===== config.mk =====
export PLATFORM = sky130hd
export DESIGN_NAME = cache_bus_arbiter
export DESIGN_NICKNAME = d
export VERILOG_FILES = /design/src/rtl/cache_arb_pkg.sv /design/src/rtl/arb_rr_picker.sv /design/src/rtl/cache_bus_arbiter.sv
export SDC_FILE = /design/constraint.sdc
export NUM_CORES = 1
export LEC_CHECK = 0
export CAP_MARGIN = 30
export CORE_AREA = 4 4 183 185
export DETAILED_ROUTE_END_ITERATION = 8
export DIE_AREA = 0 0 187 189
export PLACE_DENSITY = 0.38
export SYNTH_ARGS = -nofsm -noshare
export SYNTH_HDL_FRONTEND = slang
export SYNTH_SLANG_ARGS = --single-unit

===== constraint.sdc =====
create_clock -name clk -period 2.2 [get_ports clk]
set_input_delay 0.22 -clock clk [delete_from_list [all_inputs] [get_ports clk]]
set_output_delay 0.22 -clock clk [all_outputs]
set_load 0.02 [all_outputs]

===== src/rtl/cache_arb_pkg.sv =====
// Shared constants and types for the icache/dcache bus arbiter.
// Tag layout: [12] READ/WRITE, [11:8] transaction type, [0] DATA/INSTR source.
package cache_arb_pkg;

  localparam logic READ  = 1'b1;
  localparam logic WRITE = 1'b0;

  localparam logic [3:0] MEMORY = 4'b0001;
  localparam logic [3:0] MMIO   = 4'b0010;
  localparam logic [3:0] PORT   = 4'b0011;
  localparam logic [3:0] IRQ    = 4'b0100;

  localparam logic DATA  = 1'b1;
  localparam logic INSTR = 1'b0;

  localparam int TAG_RW_BIT  = 12;
  localparam int TAG_SRC_BIT = 0;

  typedef enum logic [1:0] {
    IDLE  = 2'd0,
    ADDR  = 2'd1,
    WDATA = 2'd2,
    RDATA = 2'd3
  } arb_state_t;

  typedef enum logic {
    ICACHE = 1'b0,
    DCACHE = 1'b1
  } client_t;

  function automatic logic tag_is_write(input logic rw_bit);
    return rw_bit == WRITE;
  endfunction

endpackage


===== src/rtl/arb_rr_picker.sv =====
// Combinational grant choice between icache and dcache requests.
// Build macro CACHE_ARB_FIXED_PRIO_EN: dcache always wins ties; otherwise round-robin on last_grant.
module arb_rr_picker
  import cache_arb_pkg::*;
(
  input  logic    i_req,
  input  logic    d_req,
  input  client_t last_grant,
  output client_t grant
);

`ifdef CACHE_ARB_FIXED_PRIO_EN
  logic unused_last_grant;
  assign unused_last_grant = last_grant;

  always_comb begin
    if (i_req && !d_req) grant = ICACHE;
    else                 grant = DCACHE;
  end
`else
  // On a tie the client that was not served last time goes next.
  always_comb begin
    if (i_req && d_req) begin
      if (last_grant == DCACHE) grant = ICACHE;
      else                      grant = DCACHE;
    end else if (i_req) begin
      grant = ICACHE;
    end else begin
      grant = DCACHE;
    end
  end
`endif

endmodule


===== src/rtl/cache_bus_arbiter.sv =====
// Two-client arbiter: one of icache/dcache owns the system bus for one transaction at a time.
// Build macro CACHE_ARB_FIXED_PRIO_EN selects fixed dcache priority (see arb_rr_picker).
module cache_bus_arbiter
  import cache_arb_pkg::*;
#(
  parameter int DATA_WIDTH = 64,
  parameter int TAG_WIDTH  = 13,
  parameter int BEATS      = 8
) (
  input  logic                  clk,
  input  logic                  reset,

  input  logic [DATA_WIDTH-1:0] i_req,
  input  logic [TAG_WIDTH-1:0]  i_reqtag,
  input  logic                  i_reqcyc,
  output logic                  i_reqack,
  output logic [DATA_WIDTH-1:0] i_resp,
  output logic [TAG_WIDTH-1:0]  i_resptag,
  output logic                  i_respcyc,
  input  logic                  i_respack,

  input  logic [DATA_WIDTH-1:0] d_req,
  input  logic [TAG_WIDTH-1:0]  d_reqtag,
  input  logic                  d_reqcyc,
  output logic                  d_reqack,
  output logic [DATA_WIDTH-1:0] d_resp,
  output logic [TAG_WIDTH-1:0]  d_resptag,
  output logic                  d_respcyc,
  input  logic                  d_respack,

  output logic [DATA_WIDTH-1:0] bus_req,
  output logic [TAG_WIDTH-1:0]  bus_reqtag,
  output logic                  bus_reqcyc,
  input  logic                  bus_reqack,
  input  logic [DATA_WIDTH-1:0] bus_resp,
  input  logic [TAG_WIDTH-1:0]  bus_resptag,
  input  logic                  bus_respcyc,
  output logic                  bus_respack
);

  localparam int CNT_W = (BEATS > 1) ? $clog2(BEATS) : 1;
  localparam logic [CNT_W-1:0] LAST_BEAT = CNT_W'(BEATS - 1);

  arb_state_t       state;
  client_t          grant;
  client_t          last_grant;
  client_t          pick;
  logic [CNT_W-1:0] beat_cnt;

  arb_rr_picker u_picker (
    .i_req      (i_reqcyc),
    .d_req      (d_reqcyc),
    .last_grant (last_grant),
    .grant      (pick)
  );

  logic [DATA_WIDTH-1:0] g_req;
  logic [TAG_WIDTH-1:0]  g_reqtag;
  logic                  g_reqcyc;
  logic                  req_phase;
  logic                  rsp_phase;
  client_t               rsp_dst;
  logic                  rsp_route;
  logic                  dst_respack;
  logic                  req_beat;
  logic                  rsp_beat;

  assign g_req     = (grant == DCACHE) ? d_req    : i_req;
  assign g_reqtag  = (grant == DCACHE) ? d_reqtag : i_reqtag;
  assign g_reqcyc  = (grant == DCACHE) ? d_reqcyc : i_reqcyc;

  assign req_phase = (state == ADDR) || (state == WDATA);
  assign rsp_phase = (state == RDATA);

  // Responses are steered by the source bit of the returning tag; a beat addressed
  // to the client that does not own the bus is never presented to it.
  assign rsp_dst     = client_t'(bus_resptag[TAG_SRC_BIT]);
  assign rsp_route   = rsp_phase && (rsp_dst == grant);
  assign dst_respack = (rsp_dst == DCACHE) ? d_respack : i_respack;

  assign req_beat = req_phase && g_reqcyc && bus_reqack;
  assign rsp_beat = rsp_route && bus_respcyc && dst_respack;

  always_comb begin
    bus_req     = '0;
    bus_reqtag  = '0;
    bus_reqcyc  = 1'b0;
    bus_respack = 1'b0;
    i_reqack    = 1'b0;
    d_reqack    = 1'b0;
    i_resp      = '0;
    i_resptag   = '0;
    i_respcyc   = 1'b0;
    d_resp      = '0;
    d_resptag   = '0;
    d_respcyc   = 1'b0;
    if (req_phase) begin
      bus_req    = g_req;
      bus_reqtag = g_reqtag;
      bus_reqcyc = g_reqcyc;
      i_reqack   = (grant == ICACHE) && bus_reqack;
      d_reqack   = (grant == DCACHE) && bus_reqack;
    end
    if (rsp_phase) begin
      i_resp    = bus_resp;
      i_resptag = bus_resptag;
      d_resp    = bus_resp;
      d_resptag = bus_resptag;
      if (rsp_route) begin
        i_respcyc   = bus_respcyc && (rsp_dst == ICACHE);
        d_respcyc   = bus_respcyc && (rsp_dst == DCACHE);
        bus_respack = dst_respack;
      end
    end
  end

  always_ff @(posedge clk or negedge reset) begin
    if (!reset) begin
      state      <= IDLE;
      grant      <= DCACHE;
      last_grant <= DCACHE;
      beat_cnt   <= '0;
    end else begin
      case (state)
        IDLE: begin
          if (i_reqcyc || d_reqcyc) begin
            grant      <= pick;
            last_grant <= pick;
            state      <= ADDR;
          end
        end
        ADDR: begin
          if (req_beat) begin
            beat_cnt <= '0;
            state    <= tag_is_write(g_reqtag[TAG_RW_BIT]) ? WDATA : RDATA;
          end
        end
        WDATA: begin
          if (req_beat) begin
            if (beat_cnt == LAST_BEAT) begin
              beat_cnt <= '0;
              state    <= IDLE;
            end else begin
              beat_cnt <= beat_cnt + 1'b1;
            end
          end
        end
        RDATA: begin
          if (rsp_beat) begin
            if (beat_cnt == LAST_BEAT) begin
              beat_cnt <= '0;
              state    <= IDLE;
            end else begin
              beat_cnt <= beat_cnt + 1'b1;
            end
          end
        end
        default: state <= IDLE;
      endcase
    end
  end

endmodule


==> impl_metrics.tcl <==
set metrics [dict create \
    status "finished clean" \
    fin_crit_sh 0.972 \
    io_pins 476 \
    diodes 0 \
    grt_max_degree 45 \
    drive_above_1_share 0.135 \
    synth_top_area_share 0.269 \
    maxCapViolations 0 \
    synth_area_leaders "mux2i_1, buf_4, and2_1, nor2b_1, dfrtp_1" \
    ys_types 29 \
    numCtsBuffers 3 \
    yosysSeqAreaShare 0.0509 \
    p_leak_nw 3.86 \
    hold_path.class "in2async" \
    drtPass1Iterations 4 \
    fmax_mhz 467 \
    rows 66 \
    fin_skew_ns 0.00496 \
    pre_cts_slack_ns 0.0188 \
    holdWs_ns 0.250 \
    post-route-util 0.242 \
    htreeDepth 1 \
    critPathKind "reg2out" \
    synth_cells 394 \
    cp.required_ns 1.98 \
    synth_xor_xnor_area_share 0 \
    cts_tree "built" \
    synth_top_family_by_area "simple AND/OR/NAND/NOR gates" \
    grt_overflow 0 \
    setup_violations 0 \
    final_nets 1051 \
    cp-end-kind "primary output" \
    die_height_um 189 \
    post_drt_wl_per_cell_um 18.4 \
    synthMuxAreaShare 0.277 \
    grt_antenna_before_repair 2 \
    tns_ns 0 \
    clockBufferDepth 2 \
    drt-initial-drc-count 57 \
    wl_um 22300 \
    arrival_ns 1.92 \
    synthesis.nets 639 \
    numClockSinks 6 \
    p_per_area_nw_per_um2 999 \
    grt_use_total 0.116 \
    yosys.area_share.simple 0.360 \
    ys_ff_latch 6 \
    drv_slew 0 \
    netlist_area_um2 2980 \
    insertion_delay_ns 0.23 \
    tightest_slew_ns 0.421 \
    clock-root-buffer "clkbuf_16" \
    grt_pass1_wl_um 31400 \
    initial_core_util 0.0929 \
    ir_drop_uv 687 \
    cp_max_fo 44 \
    vias 4156 \
    syn_avg_cell_area_um2 7.55 \
    core-area_um2 32000 \
    syn_to_final_growth_pct 161 \
    synthAdderAreaFrac 0.0252 \
    rsz0062_at_grt "false" \
    yosys_warnings 0 \
    relSlewSlack 0.718 \
    first_global_vias 4521 \
    die_w_um 187 \
    post-dp-hpwl_um 19700 \
    gp_congestion 0.744 \
    cts.clk_slew.worst_paths_ns 0.04 \
    synth_top_cell_by_area "mux2i_1" \
    drc 0 \
    ant_nets 0 \
    post-route-min-period_ns 2.14 \
    port_buffers 475 \
    synth-compound-area-share 0.0416 \
    fin_ws_ns 0.0609 \
    viasPerCell 3.43 \
    power.total_mw 7.76 \
    start_kind "flop" \
    finalHoldViolCount 0 \
    die-area_um2 35300 \
]
path summary, 6_finish.rpt:
check | start | end | slack [ns] | cells past startpoint
setup / recovery | state[0] | d_resp[56] | 0.06 | 4
hold / removal | reset | state[0] | 0.25 | 1
setup reg to reg | last_grant | state[0] | 0.10 | 6
hold reg to reg | beat_cnt[2] | beat_cnt[2] | 0.52 | 2
max in group asynchronous | reset | last_grant | 1.67 | 1
min in group clk | beat_cnt[2] | beat_cnt[2] | 0.52 | 2
layer usage:
layer  vias up  part of all wire  GRT usage
met5         -           0.00085          0
met4         4            0.0056    0.00967
met3        10              0.12     0.0509
met2       295              0.51      0.220
met1      1815              0.37      0.125
li1       2032                 -          -
metrics by stage:
step / cells / instance area [µm²]
floorplan: 394 / 2980
global placement: 1204 / 7880
detailed placement: 1204 / 7880
CTS: 1211 / 7860
global route: 1213 / 7760
finish: 1213 / 7760
report_power, final:
part	internal (mW)	leakage (nW)	switching (mW)	total [mW]
registers	0.174	0.0757	0.0788	0.252
clock network	0.240	0.0382	0.0607	0.301
logic	3.31	3.75	3.89	7.20
cell usage after synthesis:
master / n
dfrtp_1: 5
o21ai_0: 2
inv_1: 6
buf_2: 3
nand3_1: 2
and2_1: 78
nor3_2: 1
buf_4: 84
ha_1: 6
a21boi_0: 1
nand2_1: 7
nor2b_1: 78
o22ai_2: 1
mux2i_1: 80
and3_1: 1
o31a_1: 1
a31o_2: 1
clkbuf_1: 17
a21oi_1: 2
dfstp_2: 1
o21ai_2: 1
a41oi_1: 1
nand4_1: 1
nor2_1: 7
o21ba_2: 1
nor3_1: 2
o311ai_4: 1
a31oi_1: 2
mux2i_4: 1
cell type report:
type | count | area [µm²]
fill | 3567 | 24300
tap | 408 | 510
clock buffer | 4 | 78.8
inverter | 6 | 22.5
timing repair buffer | 511 | 4870
sequential | 6 | 155
multi-input combinational | 278 | 2120
critical path: stages, from the launching register on:
cell and delay, ns:
dfrtp_1 0.43, ha_4 0.22, buf_12 0.19, and2_1 0.21, clkdlybuf4s50_1 0.62
cell usage in the layout (no fill, tap or decap), types with 3 or more instances in the layout:
cell / netlist / final
clkdlybuf4s50_1: 0 / 289
dlygate4sd2_1: 0 / 120
mux2i_1: 80 / 79
and2_1: 78 / 78
nor2b_1: 78 / 78
buf_4: 84 / 40
clkbuf_2: 0 / 35
buf_12: 0 / 12
nor2_1: 7 / 7
nand2_1: 7 / 7
dlymetal6s2s_1: 0 / 7
inv_1: 6 / 6
dfrtp_1: 5 / 5
buf_6: 0 / 5
ha_1: 6 / 4
clkbuf_16: 0 / 3
cell families after synthesis:
group	after synthesis
buf+inv	110
simple gates	177
fa+ha+maj	6
flops	6
compound gates	14
mux	81
repair_timing:
item,CTS,global route
hold buffers,0,0
gates resized for setup,165,80
buffers inserted,2,2
endpoints found under the setup margin,174,61
cloned,1,0
flip-flops by register name (all words and copies together), names as in the netlist:
signal and cells:
state 2, last_grant 1, beat_cnt 3
No activity file was read; power rests on OpenSTA's default activity.
